## config.mk

```make
export PLATFORM = sky130hd
export DESIGN_NAME = imem_arbiter_flat
export DESIGN_NICKNAME = d
export VERILOG_FILES = /design/src/rtl/imem_arbiter_if.sv /design/src/rtl/imem_arbiter.sv /design/src/flat_wrapper.sv
export SDC_FILE = /design/constraint.sdc
export NUM_CORES = 1
export LEC_CHECK = 0
export CORE_AREA = 5 5 134 72
export CTS_BUF_LIST = sky130_fd_sc_hd__clkbuf_2
export DETAILED_ROUTE_END_ITERATION = 10
export DIE_AREA = 0 0 139 77
export PLACE_DENSITY = 0.95
export SLEW_MARGIN = 10
export SYNTH_ARGS = -nofsm -noshare
export SYNTH_HDL_FRONTEND = slang
export SYNTH_SLANG_ARGS = --single-unit
```

## constraint.sdc

```tcl
create_clock -name clk -period 3.3 [get_ports clk]
set_input_delay 0.825 -clock clk [delete_from_list [all_inputs] [get_ports clk]]
set_output_delay 0.825 -clock clk [all_outputs]
set_load 0.02 [all_outputs]
```

## src/rtl/imem_arbiter_if.sv

```systemverilog
// Shared instruction-memory bus: core fetch port, loader/debug port and memory side.
// The arbiter takes the slave view; the environment (core, loader, memory) takes the master view.
interface imem_arbiter_if #(
  parameter int AW = 8
);
  logic          fetch_req;
  logic [31:0]   fetch_addr;
  logic          fetch_gnt;
  logic          fetch_rvalid;
  logic [31:0]   fetch_rdata;
  logic          ldr_req;
  logic          ldr_we;
  logic [31:0]   ldr_addr;
  logic [31:0]   ldr_wdata;
  logic          ldr_lock;
  logic          ldr_gnt;
  logic          ldr_rvalid;
  logic [31:0]   ldr_rdata;
  logic          mem_en;
  logic          mem_we;
  logic [AW-1:0] mem_addr;
  logic [31:0]   mem_wdata;
  logic [31:0]   mem_rdata;

  modport slave (
    input  fetch_req, fetch_addr, ldr_req, ldr_we, ldr_addr, ldr_wdata, ldr_lock, mem_rdata,
    output fetch_gnt, fetch_rvalid, fetch_rdata, ldr_gnt, ldr_rvalid, ldr_rdata,
           mem_en, mem_we, mem_addr, mem_wdata
  );

  modport master (
    output fetch_req, fetch_addr, ldr_req, ldr_we, ldr_addr, ldr_wdata, ldr_lock, mem_rdata,
    input  fetch_gnt, fetch_rvalid, fetch_rdata, ldr_gnt, ldr_rvalid, ldr_rdata,
           mem_en, mem_we, mem_addr, mem_wdata
  );
endinterface

```

## src/rtl/imem_arbiter.sv

```systemverilog
// Arbiter sharing one single-port instruction memory between the core fetch port and a
// loader/debug port, with fetch starvation protection and an exclusive loader lock.
module imem_arbiter #(
  parameter int AW       = 8,
  parameter int MAX_WAIT = 4
) (
  input logic           clk,
  input logic           rst,
  imem_arbiter_if.slave bus
);
  localparam int SW = $clog2(MAX_WAIT + 1);
  localparam logic [SW-1:0] MAX_W = SW'(MAX_WAIT);

  typedef enum logic [0:0] {RUN = 1'b0, LOAD = 1'b1} state_t;

  state_t        state_r, state_nxt_s;
  logic [SW-1:0] starv_r, starv_nxt_s;
  logic          starved_s;
  logic          fetch_gnt_s, ldr_gnt_s;
  logic          pend_fetch_r, pend_ldr_r;
  logic [31:0]   fetch_hold_r, ldr_hold_r;
  logic          unused_addr_s;

  // State, starvation counter, read-owner tracking and read-data hold registers
  always_ff @(posedge clk) begin
    if (rst) begin
      state_r      <= RUN;
      starv_r      <= '0;
      pend_fetch_r <= 1'b0;
      pend_ldr_r   <= 1'b0;
      fetch_hold_r <= 32'h0;
      ldr_hold_r   <= 32'h0;
    end else begin
      state_r      <= state_nxt_s;
      starv_r      <= starv_nxt_s;
      pend_fetch_r <= fetch_gnt_s;
      pend_ldr_r   <= ldr_gnt_s & ~bus.ldr_we;
      if (pend_fetch_r) fetch_hold_r <= bus.mem_rdata;
      if (pend_ldr_r)   ldr_hold_r   <= bus.mem_rdata;
    end
  end

  // Grant selection, starvation counting and next-state decision
  always_comb begin
    state_nxt_s = state_r;
    starv_nxt_s = starv_r;
    fetch_gnt_s = 1'b0;
    ldr_gnt_s   = 1'b0;
    starved_s   = (starv_r == MAX_W);
    if (rst) begin
      state_nxt_s = RUN;
      starv_nxt_s = '0;
    end else begin
      case (state_r)
        RUN: begin
          // A pending lock stops new fetches so the hand-over cannot be livelocked
          if (bus.ldr_lock) begin
            ldr_gnt_s = bus.ldr_req;
          end else if (bus.fetch_req && (!bus.ldr_req || starved_s)) begin
            fetch_gnt_s = 1'b1;
          end else begin
            ldr_gnt_s = bus.ldr_req;
          end
          if (!bus.fetch_req || fetch_gnt_s) begin
            starv_nxt_s = '0;
          end else if (!starved_s) begin
            starv_nxt_s = starv_r + {{(SW-1){1'b0}}, 1'b1};
          end else begin
            starv_nxt_s = starv_r;
          end
          if (bus.ldr_lock && !pend_fetch_r) begin
            state_nxt_s = LOAD;
          end else begin
            state_nxt_s = RUN;
          end
        end
        LOAD: begin
          ldr_gnt_s   = bus.ldr_req;
          starv_nxt_s = '0;
          if (bus.ldr_lock) begin
            state_nxt_s = LOAD;
          end else begin
            state_nxt_s = RUN;
          end
        end
        default: begin
          state_nxt_s = RUN;
          starv_nxt_s = '0;
        end
      endcase
    end
  end

  assign bus.fetch_gnt = fetch_gnt_s;
  assign bus.ldr_gnt   = ldr_gnt_s;
  assign bus.mem_en    = fetch_gnt_s | ldr_gnt_s;
  assign bus.mem_we    = bus.ldr_we & ldr_gnt_s;
  assign bus.mem_addr  = ldr_gnt_s ? bus.ldr_addr[AW+1:2] : bus.fetch_addr[AW+1:2];
  assign bus.mem_wdata = bus.ldr_wdata;

  // Read data is live in the response cycle, otherwise the last captured word
  assign bus.fetch_rvalid = pend_fetch_r & ~rst;
  assign bus.ldr_rvalid   = pend_ldr_r & ~rst;
  assign bus.fetch_rdata  = rst ? 32'h0 : (pend_fetch_r ? bus.mem_rdata : fetch_hold_r);
  assign bus.ldr_rdata    = rst ? 32'h0 : (pend_ldr_r ? bus.mem_rdata : ldr_hold_r);

  assign unused_addr_s = ^{bus.fetch_addr[31:AW+2], bus.fetch_addr[1:0],
                           bus.ldr_addr[31:AW+2], bus.ldr_addr[1:0]};
endmodule
```

## src/flat_wrapper.sv

```systemverilog
// flat-port wrapper written by rule: the top's interface ports become plain ports
module imem_arbiter_flat 
#(
  parameter int AW       = 8,
  parameter int MAX_WAIT = 4
)
  (clk, rst, bus_fetch_req, bus_fetch_addr, bus_ldr_req, bus_ldr_we, bus_ldr_addr, bus_ldr_wdata, bus_ldr_lock, bus_mem_rdata, bus_fetch_gnt, bus_fetch_rvalid, bus_fetch_rdata, bus_ldr_gnt, bus_ldr_rvalid, bus_ldr_rdata, bus_mem_en, bus_mem_we, bus_mem_addr, bus_mem_wdata);
  imem_arbiter_if #(.AW(AW)) bus_i ();
  input logic clk;
  input logic rst;
  input wire logic [$bits(bus_i.fetch_req)-1:0] bus_fetch_req;
  input wire logic [$bits(bus_i.fetch_addr)-1:0] bus_fetch_addr;
  input wire logic [$bits(bus_i.ldr_req)-1:0] bus_ldr_req;
  input wire logic [$bits(bus_i.ldr_we)-1:0] bus_ldr_we;
  input wire logic [$bits(bus_i.ldr_addr)-1:0] bus_ldr_addr;
  input wire logic [$bits(bus_i.ldr_wdata)-1:0] bus_ldr_wdata;
  input wire logic [$bits(bus_i.ldr_lock)-1:0] bus_ldr_lock;
  input wire logic [$bits(bus_i.mem_rdata)-1:0] bus_mem_rdata;
  output wire logic [$bits(bus_i.fetch_gnt)-1:0] bus_fetch_gnt;
  output wire logic [$bits(bus_i.fetch_rvalid)-1:0] bus_fetch_rvalid;
  output wire logic [$bits(bus_i.fetch_rdata)-1:0] bus_fetch_rdata;
  output wire logic [$bits(bus_i.ldr_gnt)-1:0] bus_ldr_gnt;
  output wire logic [$bits(bus_i.ldr_rvalid)-1:0] bus_ldr_rvalid;
  output wire logic [$bits(bus_i.ldr_rdata)-1:0] bus_ldr_rdata;
  output wire logic [$bits(bus_i.mem_en)-1:0] bus_mem_en;
  output wire logic [$bits(bus_i.mem_we)-1:0] bus_mem_we;
  output wire logic [$bits(bus_i.mem_addr)-1:0] bus_mem_addr;
  output wire logic [$bits(bus_i.mem_wdata)-1:0] bus_mem_wdata;
  assign bus_i.fetch_req = bus_fetch_req;
  assign bus_i.fetch_addr = bus_fetch_addr;
  assign bus_i.ldr_req = bus_ldr_req;
  assign bus_i.ldr_we = bus_ldr_we;
  assign bus_i.ldr_addr = bus_ldr_addr;
  assign bus_i.ldr_wdata = bus_ldr_wdata;
  assign bus_i.ldr_lock = bus_ldr_lock;
  assign bus_i.mem_rdata = bus_mem_rdata;
  assign bus_fetch_gnt = bus_i.fetch_gnt;
  assign bus_fetch_rvalid = bus_i.fetch_rvalid;
  assign bus_fetch_rdata = bus_i.fetch_rdata;
  assign bus_ldr_gnt = bus_i.ldr_gnt;
  assign bus_ldr_rvalid = bus_i.ldr_rvalid;
  assign bus_ldr_rdata = bus_i.ldr_rdata;
  assign bus_mem_en = bus_i.mem_en;
  assign bus_mem_we = bus_i.mem_we;
  assign bus_mem_addr = bus_i.mem_addr;
  assign bus_mem_wdata = bus_i.mem_wdata;
  imem_arbiter #(.AW(AW), .MAX_WAIT(MAX_WAIT)) u_core (.clk(clk), .rst(rst), .bus(bus_i));
endmodule
```

==> flow_metrics.py <==
metrics = {
    "outcome": {
        "status": "complete, no violations",
    },
    "cts": {
        "cts_tree": "done",
        "clk_pin_slew_ps": 170,
        "clock-root-buffer": "clkbuf_2",
        "clk_latency_ps": 500,
        "cts_max_level": 3,
        "numCtsBuffers": 9,
        "clockBufferDepth": 2,
        "cts_sinks": 70,
        "ctsHoldBuffers": 0,
    },
    "global_routing": {
        "globalRouteOverflowTotal": 0,
        "grt_max_degree": 35,
        "antenna_found_initial": 0,
        "grt_pass1_vias": 2417,
        "grt_pass1_wl_um": 12000,
        "gr-usage-all-layers_pct": 13.9,
    },
    "pwr": {
        "pwr-share-comb_pct": 16.1,
        "p_sw_uw": 435,
        "p_clk_share_pct": 32.4,
        "powerDensity_nw_per_um2": 394,
        "seqPwrFrac_pct": 51.6,
        "power.total_mw": 1.71,
        "p_sw_share_pct": 25.5,
        "p_int_mw": 1.27,
        "p_leak_nw": 1.61,
        "ir_drop_mv": 0.270,
    },
    "synthesis": {
        "synth_common_cells": "70 x dfxtp_1, 70 x nor2_1, 64 x mux2i_1",
        "syn_nets": 422,
        "synthSimpleGateAreaFrac_pct": 11.8,
        "synth-compound-area-share_pct": 1.62,
        "seq_area_frac_synth_pct": 47.9,
        "yosys_register_bits": 70,
        "yosys.area_share.adder_pct": 0.855,
        "synth_top_family_by_area": "multiplexers",
        "syn_area_um2": 2930,
        "synthXorXnorAreaFrac_pct": 0.299,
        "synthTopCellsByArea": "dfxtp_1 48%, mux2i_1 22%, nor2_1 9.0%, buf_4 8.2%, mux2_4 3.6%",
        "netlist.area_leader.share_pct": 47.9,
        "post-synth-top-area-cell": "dfxtp_1",
        "yosysUniqueCellTypes": 27,
        "postSynthAreaPerCell_um2": 10.2,
        "synth_edf_count": 0,
        "synthMuxAreaShare_pct": 25.9,
        "yosys_warnings": 0,
        "synth_async_sr_flop_share_pct": 0,
        "syn_inst": 286,
        "synth_top_flop_cell": "dfxtp_1",
    },
    "finish": {
        "area_growth_syn_to_layout_pct": 47.9,
        "nets": 528,
        "antenna_cells": 0,
        "fin_cells": 514,
        "multi_input_area_um2": 1190,
        "ff_latch_area_um2": 1410,
        "fill_cells": 745,
        "drive_gt1_share_pct": 14.1,
    },
    "timing": {
        "worst_slack_ps": 127,
        "setup_viol": 0,
        "report.final.slew_viol_count": 0,
        "relSlewSlack_pct": 77.3,
        "fin_worst_skew_ps": 16.8,
        "finalHoldViolCount": 0,
        "worstMarginPinSlew_ps": 338,
        "grt_setup_unrepaired": "false",
        "fin_crit_sh_pct": 96.1,
        "max_freq_ghz": 0.315,
        "period_minus_slack_ps": 3170,
    },
    "floorplan": {
        "pin_count": 244,
        "die-area_um2": 10700,
        "dieHeight_um": 77,
        "die_x_um": 139,
        "core_area_um2": 8410,
        "initial_core_util_pct": 34.8,
        "rows": 24,
    },
    "critical_path": {
        "crit_path_start_kind": "input pin",
        "worstPathCellList": "clkdlybuf4s50_1 > a21boi_0 > nor4b_2 > or2_2 > dlygate4sd2_1",
        "slowest_stage": "clkdlybuf4s50_1",
        "crit_type": "input pin to primary output",
        "cp.buffers_inverters": 2,
        "cpPeakStageDelay_ps": 490,
        "cp_max_fo": 2,
        "crit_path_end_kind": "primary output",
        "critPathRequiredTime_ps": 2470,
        "crit_family": "buffers and inverters",
        "ff2ff_path_depth": 6,
        "cp.arrival_ps": 2350,
        "cp.depth": 5,
    },
    "drt": {
        "drt-initial-drc-count": 80,
        "vias": 2291,
        "post_drt_wl_per_cell_um": 14.4,
        "wl_um": 7430,
        "ant_nets": 0,
        "post-route-drc-count": 0,
        "first_pass_iters": 4,
        "viasPerCell": 4.46,
    },
    "worst_hold_path": {
        "min_path_cells": 2,
        "hold_class": "flop to flop",
    },
    "placement": {
        "port_buffers": 131,
        "post-dp-hpwl_um": 5530,
        "dp_slack_ps": -394,
        "routabilityCongestion": 0.774,
        "dp_cells": 496,
    },
    "flow_run": {
        "cap_viol_max_count": 0,
    },
}
## kinds of logic (layout without fill, tap and decap cells)
| group | after synthesis | in the layout |
|---|---|---|
| AO/OA/AOI/OAI | 4 | 4 |
| XOR/XNOR | 1 | 1 |
| adder cells (fa/ha/maj) | 2 | 2 |
| buffers and inverters | 54 | 165 |
| flip-flops | 70 | 70 |
| multiplexers | 72 | 72 |
| AND/OR/NAND/NOR | 83 | 83 |
## worst register-to-register path, cell delays in order (launching register included)
cell	delay [ps]
dfxtp_2	380
inv_1	40
ha_2	190
a21boi_0	320
buf_4	180
o211ai_1	120
nor3_1	220
## area by class of cell
| cell class | count | share of cell area (%) |
|---|---|---|
| clock inverter | 6 | 1.99 |
| tap | 117 | 3.38 |
| timing repair buffer | 144 | 32.9 |
| clock buffer | 10 | 1.16 |
| multi-input combinational | 162 | 27.5 |
| sequential | 70 | 32.5 |
| inverter | 5 | 0.434 |
## power by group through the flow
| stage | clock network [mW] | logic [mW] | registers, mW |
|---|---|---|---|
| CTS | 0.575 | 0.277 | 0.880 |
| detailed placement | 0 | 0.276 | 0.898 |
| global route | 0.621 | 0.292 | 0.883 |
| floorplan | 0 | 0.187 | 0.892 |
| finish | 0.552 | 0.274 | 0.880 |
| global placement | 0 | 0.270 | 0.897 |
## per-stage QoR
step                hold WS (ps)  cell area (µm²)  utilization [%]  setup TNS, ps
finish                       510             4330             51.5              0
global route                 545             4330             51.5              0
CTS                          511             4330             51.5              0
detailed placement           495             4170             49.6          -3850
global placement             486             4170             49.6          -3860
floorplan                    474             2930                -              0
## placed cells by master, fill, tap and decap left out, types with 2 or more instances in the layout
master	count
mux2_4	7
nor2_1	70
nand2_1	2
dfxtp_1	66
clkbuf_2	10
nor2b_1	3
dlygate4sd2_1	5
clkinvlp_4	3
buf_12	3
mux2i_1	64
dfxtp_2	3
clkdlybuf4s15_2	4
buf_2	5
clkdlybuf4s50_1	116
buf_4	9
bufinv_16	2
inv_1	4
## what timing repair did
item                                    4_1_cts  5_1_grt
hold endpoints to repair                      0        0
pin swaps                                     1        1
buffers inserted                              2        0
endpoints found under the setup margin       14        9
resized for setup                            38        2
## worst paths after layout
path                                                      from                        endpoint  slack (ps)
worst max-delay path                               bus_ldr_req                      bus_mem_en         130
worst min-delay path            u_core.starv_r[1]$_SDFFE_PP0P_  u_core.starv_r[1]$_SDFFE_PP0P_         510
worst max register to register  u_core.starv_r[1]$_SDFFE_PP0P_  u_core.starv_r[2]$_SDFFE_PP0P_        1780
worst min register to register  u_core.starv_r[1]$_SDFFE_PP0P_  u_core.starv_r[1]$_SDFFE_PP0P_         510
## metal layers
metal  wire, µm  GRT usage, %  up-vias  part of all wire (%)
li1           -             -     1123                     -
met1       3480          16.9     1061                    47
met2       3330          21.8       98                    45
met3        563          7.09        9                   7.6
met4         53          4.00        0                  0.71
met5          0             0        -                     0
## registers in the layout, summed over array words and instances, names as in the netlist
| register | cells |
|---|---|
| u_core.fetch_hold_r | 32 |
| u_core.ldr_hold_r | 32 |
| u_core.starv_r | 3 |
| u_core.pend_fetch_r | 1 |
| u_core.pend_ldr_r | 1 |
| u_core.state_r | 1 |
Note: power is estimated with default switching activity, not from simulation.
